==> src/rtl/vesa_cfg_if.sv <==
// vesa_cfg_if: host configuration bus and commit request for vesa_mode_ctrl
interface vesa_cfg_if;
    logic        cfg_we;
    logic        cfg_re;
    logic [3:0]  cfg_addr;
    logic [15:0] cfg_wdata;
    logic [15:0] cfg_rdata;
    logic        commit;
    modport master (output cfg_we, cfg_re, cfg_addr, cfg_wdata, commit, input cfg_rdata);
    modport slave (input cfg_we, cfg_re, cfg_addr, cfg_wdata, commit, output cfg_rdata);
endinterface

==> src/rtl/vesa_mode_ctrl.sv <==
// vesa_mode_ctrl: run-time VESA timing mode controller; shadow set is validated on commit,
// staged, and applied to the timing core only at a frame boundary with blanking.
module vesa_mode_ctrl #(
    parameter int DEF_H_ACTIVE   = 3840,
    parameter int DEF_H_FP       = 136,
    parameter int DEF_H_SYNC     = 24,
    parameter int DEF_H_BP       = 128,
    parameter int DEF_V_ACTIVE   = 2160,
    parameter int DEF_V_FP       = 3,
    parameter int DEF_V_SYNC     = 4,
    parameter int DEF_V_BP       = 32,
    parameter int SETTLE_FRAMES  = 2,
    parameter int TIMEOUT_CYCLES = 16777215
) (
    input  logic        clk,
    input  logic        rst_n,
    vesa_cfg_if.slave   cfg,
    input  logic        frame_end,
    output logic        tg_enable,
    output logic        tg_load,
    output logic [12:0] tg_h_active,
    output logic [12:0] tg_h_fp,
    output logic [12:0] tg_h_sync,
    output logic [12:0] tg_h_bp,
    output logic [11:0] tg_v_active,
    output logic [11:0] tg_v_fp,
    output logic [11:0] tg_v_sync,
    output logic [11:0] tg_v_bp,
    output logic        tg_hpol,
    output logic        tg_vpol,
    output logic        blank,
    output logic        busy,
    output logic        locked,
    output logic        cfg_err
);
    typedef enum logic [2:0] {OFF = 3'd0, RUN = 3'd1, PEND = 3'd2, LOAD = 3'd3, SETTLE = 3'd4} state_t;
    localparam logic [12:0] DEF_H [4] = '{13'(DEF_H_ACTIVE), 13'(DEF_H_FP), 13'(DEF_H_SYNC), 13'(DEF_H_BP)};
    localparam logic [11:0] DEF_V [4] = '{12'(DEF_V_ACTIVE), 12'(DEF_V_FP), 12'(DEF_V_SYNC), 12'(DEF_V_BP)};
    state_t      state;
    logic [12:0] sh_h [4];
    logic [12:0] stg_h [4];
    logic [12:0] ap_h [4];
    logic [12:0] src_h [4];
    logic [11:0] sh_v [4];
    logic [11:0] stg_v [4];
    logic [11:0] ap_v [4];
    logic [11:0] src_v [4];
    logic [2:0]  ctrl, stg_ctrl, src_ctrl;
    logic        commit_drop;
    logic [3:0]  scnt;
    logic [23:0] wcnt;
    logic [13:0] h_sum;
    logic [12:0] v_sum;
    logic        valid, accept, timeout, load_go, unused;
    logic [15:0] rd;
    assign tg_h_active = ap_h[0];
    assign tg_h_fp     = ap_h[1];
    assign tg_h_sync   = ap_h[2];
    assign tg_h_bp     = ap_h[3];
    assign tg_v_active = ap_v[0];
    assign tg_v_fp     = ap_v[1];
    assign tg_v_sync   = ap_v[2];
    assign tg_v_bp     = ap_v[3];
    assign unused      = ^cfg.cfg_wdata[15:13];
    always_comb begin
        h_sum = 14'(sh_h[0]) + 14'(sh_h[1]) + 14'(sh_h[2]) + 14'(sh_h[3]);
        v_sum = 13'(sh_v[0]) + 13'(sh_v[1]) + 13'(sh_v[2]) + 13'(sh_v[3]);
        valid = (|sh_h[0]) && (|sh_h[2]) && (|sh_v[0]) && (|sh_v[2]) && !h_sum[13] && !v_sum[12];
        accept = cfg.commit && !busy && valid;
        timeout = wcnt == 24'(TIMEOUT_CYCLES - 1);
        load_go = (state == OFF && accept) || (state == PEND && (frame_end || timeout));
        // from OFF the load happens in the commit cycle, before the staged copy exists
        for (int i = 0; i < 4; i++) begin
            src_h[i] = state == OFF ? sh_h[i] : stg_h[i];
            src_v[i] = state == OFF ? sh_v[i] : stg_v[i];
        end
        src_ctrl = state == OFF ? ctrl : stg_ctrl;
        rd = cfg.cfg_addr < 4'd4 ? {3'd0, sh_h[cfg.cfg_addr[1:0]]} :
             cfg.cfg_addr < 4'd8 ? {4'd0, sh_v[cfg.cfg_addr[1:0]]} :
             cfg.cfg_addr == 4'd8 ? {13'd0, ctrl} :
             cfg.cfg_addr == 4'd9 ? {9'd0, state, commit_drop, cfg_err, locked, busy} : 16'd0;
    end
    always_ff @(posedge clk or negedge rst_n) begin
        if (!rst_n) begin
            state <= OFF;
            sh_h <= DEF_H;
            stg_h <= DEF_H;
            ap_h <= DEF_H;
            sh_v <= DEF_V;
            stg_v <= DEF_V;
            ap_v <= DEF_V;
            ctrl <= '0;
            stg_ctrl <= '0;
            tg_hpol <= 1'b0;
            tg_vpol <= 1'b0;
            tg_enable <= 1'b0;
            tg_load <= 1'b0;
            blank <= 1'b1;
            busy <= 1'b0;
            locked <= 1'b0;
            cfg_err <= 1'b0;
            commit_drop <= 1'b0;
            scnt <= '0;
            wcnt <= '0;
            cfg.cfg_rdata <= '0;
        end else begin
            tg_load <= 1'b0;
            if (cfg.cfg_re) cfg.cfg_rdata <= rd;
            if (cfg.cfg_we) begin
                if (cfg.cfg_addr < 4'd4) sh_h[cfg.cfg_addr[1:0]] <= cfg.cfg_wdata[12:0];
                else if (cfg.cfg_addr < 4'd8) sh_v[cfg.cfg_addr[1:0]] <= cfg.cfg_wdata[11:0];
                else if (cfg.cfg_addr == 4'd8) ctrl <= cfg.cfg_wdata[2:0];
                else if (cfg.cfg_addr == 4'd9) begin
                    cfg_err <= 1'b0;
                    commit_drop <= 1'b0;
                end
            end
            // new error events win over a same-cycle STATUS clear
            if (cfg.commit && busy) commit_drop <= 1'b1;
            if ((cfg.commit && !busy && !valid) || (state == PEND && timeout && !frame_end)) cfg_err <= 1'b1;
            if (accept) begin
                stg_h <= sh_h;
                stg_v <= sh_v;
                stg_ctrl <= ctrl;
            end
            if (load_go) begin
                state <= LOAD;
                ap_h <= src_h;
                ap_v <= src_v;
                tg_hpol <= src_ctrl[0];
                tg_vpol <= src_ctrl[1];
                tg_load <= src_ctrl[2];
                tg_enable <= src_ctrl[2];
                blank <= 1'b1;
                locked <= 1'b0;
                busy <= 1'b1;
                scnt <= '0;
            end else begin
                case (state)
                    RUN: if (accept) begin
                        state <= PEND;
                        busy <= 1'b1;
                        wcnt <= '0;
                    end
                    PEND: wcnt <= wcnt + 24'd1;
                    LOAD: if (tg_enable) state <= SETTLE;
                    else begin
                        state <= OFF;
                        busy <= 1'b0;
                    end
                    SETTLE: if (frame_end) begin
                        if (scnt == 4'(SETTLE_FRAMES - 1)) begin
                            state <= RUN;
                            locked <= 1'b1;
                            blank <= 1'b0;
                            busy <= 1'b0;
                        end else scnt <= scnt + 4'd1;
                    end
                    OFF: ;
                    default: state <= OFF;
                endcase
            end
        end
    end
endmodule

==> src/flat_wrapper.sv <==
// flat-port wrapper written by rule: the top's interface ports become plain ports
module vesa_mode_ctrl_flat 
#(
    parameter int DEF_H_ACTIVE   = 3840,
    parameter int DEF_H_FP       = 136,
    parameter int DEF_H_SYNC     = 24,
    parameter int DEF_H_BP       = 128,
    parameter int DEF_V_ACTIVE   = 2160,
    parameter int DEF_V_FP       = 3,
    parameter int DEF_V_SYNC     = 4,
    parameter int DEF_V_BP       = 32,
    parameter int SETTLE_FRAMES  = 2,
    parameter int TIMEOUT_CYCLES = 16777215
)
  (clk, rst_n, frame_end, tg_enable, tg_load, tg_h_active, tg_h_fp, tg_h_sync, tg_h_bp, tg_v_active, tg_v_fp, tg_v_sync, tg_v_bp, tg_hpol, tg_vpol, blank, busy, locked, cfg_err, cfg_cfg_we, cfg_cfg_re, cfg_cfg_addr, cfg_cfg_wdata, cfg_commit, cfg_cfg_rdata);
  vesa_cfg_if cfg_i ();
  input  logic clk;
  input  logic rst_n;
  input  logic frame_end;
  output logic tg_enable;
  output logic tg_load;
  output logic [12:0] tg_h_active;
  output logic [12:0] tg_h_fp;
  output logic [12:0] tg_h_sync;
  output logic [12:0] tg_h_bp;
  output logic [11:0] tg_v_active;
  output logic [11:0] tg_v_fp;
  output logic [11:0] tg_v_sync;
  output logic [11:0] tg_v_bp;
  output logic tg_hpol;
  output logic tg_vpol;
  output logic blank;
  output logic busy;
  output logic locked;
  output logic cfg_err;
  input wire logic [$bits(cfg_i.cfg_we)-1:0] cfg_cfg_we;
  input wire logic [$bits(cfg_i.cfg_re)-1:0] cfg_cfg_re;
  input wire logic [$bits(cfg_i.cfg_addr)-1:0] cfg_cfg_addr;
  input wire logic [$bits(cfg_i.cfg_wdata)-1:0] cfg_cfg_wdata;
  input wire logic [$bits(cfg_i.commit)-1:0] cfg_commit;
  output wire logic [$bits(cfg_i.cfg_rdata)-1:0] cfg_cfg_rdata;
  assign cfg_i.cfg_we = cfg_cfg_we;
  assign cfg_i.cfg_re = cfg_cfg_re;
  assign cfg_i.cfg_addr = cfg_cfg_addr;
  assign cfg_i.cfg_wdata = cfg_cfg_wdata;
  assign cfg_i.commit = cfg_commit;
  assign cfg_cfg_rdata = cfg_i.cfg_rdata;
  vesa_mode_ctrl #(.DEF_H_ACTIVE(DEF_H_ACTIVE), .DEF_H_FP(DEF_H_FP), .DEF_H_SYNC(DEF_H_SYNC), .DEF_H_BP(DEF_H_BP), .DEF_V_ACTIVE(DEF_V_ACTIVE), .DEF_V_FP(DEF_V_FP), .DEF_V_SYNC(DEF_V_SYNC), .DEF_V_BP(DEF_V_BP), .SETTLE_FRAMES(SETTLE_FRAMES), .TIMEOUT_CYCLES(TIMEOUT_CYCLES)) u_core (.clk(clk), .rst_n(rst_n), .cfg(cfg_i), .frame_end(frame_end), .tg_enable(tg_enable), .tg_load(tg_load), .tg_h_active(tg_h_active), .tg_h_fp(tg_h_fp), .tg_h_sync(tg_h_sync), .tg_h_bp(tg_h_bp), .tg_v_active(tg_v_active), .tg_v_fp(tg_v_fp), .tg_v_sync(tg_v_sync), .tg_v_bp(tg_v_bp), .tg_hpol(tg_hpol), .tg_vpol(tg_vpol), .blank(blank), .busy(busy), .locked(locked), .cfg_err(cfg_err));
endmodule
==> config.mk <==
export PLATFORM = sky130hd
export DESIGN_NAME = vesa_mode_ctrl_flat
export DESIGN_NICKNAME = d
export VERILOG_FILES = /design/src/rtl/vesa_cfg_if.sv /design/src/rtl/vesa_mode_ctrl.sv /design/src/flat_wrapper.sv
export SDC_FILE = /design/constraint.sdc
export NUM_CORES = 1
export LEC_CHECK = 0
export BUFFER_PORTS_ARGS = -buffer_cell sky130_fd_sc_hd__clkbuf_2
export CAP_MARGIN = 20
export CORE_MARGIN = 2
export CORE_UTILIZATION = 40
export DETAILED_ROUTE_END_ITERATION = 12
export SLEW_MARGIN = 20
export SYNTH_ARGS = -nofsm -noshare
export SYNTH_HDL_FRONTEND = slang
export SYNTH_SLANG_ARGS = --single-unit
==> constraint.sdc <==
create_clock -name clk -period 4.6 [get_ports clk]
set_input_delay 0.46 -clock clk [delete_from_list [all_inputs] [get_ports clk]]
set_output_delay 0.46 -clock clk [all_outputs]
set_load 0.005 [all_outputs]
==> results.yml <==
detailed_routing:
  drt-total-wl_mm: 47.8
  drt-vias-per-instance: 5.35
  drt-initial-drc-count: 1119
  via_count: 12300
  drc: 0
  ant_nets: 0
  wl_per_cell_um: 20.7
  drtPass1Iterations: 5
sta:
  slew_violations: 0
  setup_viol_count_final: 0
  layout_min_cycle_time_ns: 4.45
  rsz0062_at_grt: "no"
  fmax_ghz: 0.225
  relSlewSlack_pct: 25.6
  hold_viol_final: 0
  finalCritPeriodShare_pct: 96.7
  worst_clock_skew_ns: 0.0223
  worstMarginPinSlew_ns: 1.11
  tns_ns: 0
synthesis:
  synth_top_family_by_area: "compound AO/OA/AOI/OAI gates"
  synth.area.top_cells: "dfrtp_1, dfstp_2, fa_1"
  synth_compound_area_share_pct: 13.7
  synthAdderAreaFrac_pct: 7.41
  synthCells: 1608
  syn_area_mm2: 0.0172
  synth-xor-area-share_pct: 1.43
  synth_cell_types: 54
  synthArstFlopShare_pct: 100
  ys_warn_count: 0
  synthFlopType: "dfrtp_1"
  syn_avg_cell_area_um2: 10.7
  synthSimpleGateAreaFrac_pct: 7.91
  synthMuxAreaShare_pct: 8.89
  synth.top_cell.area_share_pct: 44.7
  synth-seq-cells: 359
  yosysSeqAreaShare_pct: 52.7
  synth_area_leader_cell: "dfrtp_1"
  synth_enable_flop_cells: 0
outcome:
  outcome: "finished clean"
final_layout:
  drive_above_1_share_pct: 24.9
  mostFrequentLayoutCell: "dfrtp_1"
  area_growth_pct: 15.9
  final_cell_mix: "dfrtp_1, inv_1, nand2_1"
  final_nets: 1833
critical_path:
  arrival_ns: 4.87
  r2r_end: "u_core.stg_h[46]"
  end_kind: "register"
  ff2ff_setup_slack_ns: 0.15
  setup.worst_path.class: "reg -> reg"
  reg2regPathDepth: 13
  required_ns: 5.02
  worst_setup_path_start_kind: "register"
  crit_fanout: 31
  r2r_start: "u_core.sh_v[5]"
cts:
  cts.clk_slew.worst_paths_ns: 0.06
  cts_buffers: 40
  cts_sinks: 359
  post_cts_buffers: 0
  ctsHtreeMaxLevel: 2
  cts_tree: "built"
  clock_latency_ns: 0.56
  cts.path.max_buffers: 3
  cts-root-buf: "clkbuf_16"
place:
  io_buffer_count: 143
  place_hpwl_mm: 33.2
  gp_congestion: 0.863
floorplanning:
  die_h_um: 211
  coreArea_mm2: 0.0421
  die_area_mm2: 0.0446
  start_util_pct: 40.8
  ios: 150
  die_x_um: 211
  core.rowCount: 75
power_and_ir_drop:
  peakVddDrop_v: 0.000234
  cellPowerDensity_mw_per_mm2: 476
  p_leak_nw: 9.45
  p_total_mw: 9.49
hold_path:
  hp-class: "in -> reg"
  holdPathStages: 2
  min_to: "u_core.commit_drop"
  hp-start: "cfg_commit"
grt:
  antenna_found_initial: 3
  grt_max_degree: 121
  track_usage_pct: 21.9
  grt_pass1_vias: 12100
  grt_pass1_wl_mm: 73.9
  grt_remaining_overflow: 0
run:
  maxCapViolations: 0
logic make-up after synthesis:
group,after synthesis
other,1
and+or+nand+nor,305
adders and majority gates,73
xor gates and xnor gates,28
buffers and inverters,337
DFF,359
muxes,112
AOI/OAI and AO/OA,393
area by class of cell:
class / instances / area (um^2)
fill: 3884 / 22200
sequential: 359 / 9050
multi-input combinational: 914 / 6800
clock buffer: 64 / 1220
timing repair buffer: 173 / 1080
inverter: 246 / 923
tap: 539 / 674
clock inverter: 10 / 160
antenna: 2 / 5.00
worst max path at each step:
stage,start,to,slack [ns]
after floorplan,u_core.sh_v[5],u_core.tg_h_active[4],0.89
after global placement,u_core.sh_v[5],u_core.tg_h_fp[1],0.21
after detailed placement,u_core.sh_v[5],u_core.tg_h_fp[1],0.20
after CTS,u_core.sh_v[5],u_core.tg_h_fp[1],0.16
after global routing,u_core.sh_v[5],u_core.wcnt[0],0.02
final,u_core.sh_v[5],u_core.stg_h[46],0.15
through the flow:
| stage | hold slack (ns) | setup slack (ns) | std cells | util, % | cell area, um^2 |
|---|---|---|---|---|---|
| 5_1_grt | 0.176 | 0.0196 | 2307 | 47.3 | 19900 |
| 3_3_place_gp | 0.446 | 0.207 | 2230 | 43.9 | 18500 |
| 3_5_place_dp | 0.454 | 0.196 | 2230 | 43.9 | 18500 |
| 4_1_cts | 0.164 | 0.164 | 2305 | 47.2 | 19900 |
| 6_report | 0.201 | 0.153 | 2307 | 47.3 | 19900 |
| 2_1_floorplan | 0.164 | 0.888 | 1610 | - | 17200 |
registers in the layout, summed over array words and instances (netlist names), 3 cells and up:
signal	flops
u_core.sh_h	52
u_core.stg_h	52
u_core.sh_v	48
u_core.stg_v	48
u_core.wcnt	24
u_core.cfg.cfg_rdata	13
u_core.tg_h_active	13
u_core.tg_h_bp	13
u_core.tg_h_fp	13
u_core.tg_h_sync	13
u_core.tg_v_active	12
u_core.tg_v_bp	12
u_core.tg_v_fp	12
u_core.tg_v_sync	12
u_core.scnt	4
u_core.ctrl	3
u_core.state	3
u_core.stg_ctrl	3
critical path, stage by stage (launching register included):
cell	delay, ns
dfstp_2	0.54
inv_1	0.09
fa_1	0.51
fa_1	0.51
inv_1	0.04
ha_1	0.33
a2111oi_2	0.38
a211oi_1	0.17
a221oi_2	0.31
xnor2_1	0.36
o211ai_1	0.35
buf_4	0.27
buf_12	0.16
mux2_2	0.27
cell usage after synthesis (4+ instances only):
cell and count:
nand2_1 167, o21ai_0 138, buf_4 8, xnor2_1 14, mux2_2 74, a21oi_2 40, xor2_1 14, nand2b_1 4
a21oi_1 85, mux4_2 25, inv_1 246, dfrtp_1 307, buf_2 26, dfstp_2 52, o22ai_1 109, nand4_1 14
nor4_1 11, nand3_1 14, buf_1 9, ha_1 25, nor2_1 61, clkbuf_1 42, nor3_1 6, nor2b_1 4
buf_6 6, fa_1 48, mux2i_1 13
metal layers:
| metal | share of wire (%) | track usage [%] | wire length (um) | up-vias |
|---|---|---|---|---|
| li1 | - | - | - | 5662 |
| met1 | 46 | 32.8 | 22200 | 6215 |
| met2 | 44 | 31.4 | 20900 | 391 |
| met3 | 6.7 | 4.55 | 3200 | 78 |
| met4 | 3.0 | 7.82 | 1450 | 2 |
| met5 | 0.034 | 0 | 16 | - |
report_power, final:
group          total (mW)  switching (mW)  internal (mW)
Sequential           3.82           0.350           3.47
Clock                3.36            1.31           2.05
Combinational        2.31            1.32          0.986
what timing repair did:
item,4_1_cts,5_1_grt
hold buffers,1,0
hold endpoints to repair,41,0
setup endpoints to repair,0,1
resized for setup,0,1
Note: power is estimated with default switching activity, not from simulation.
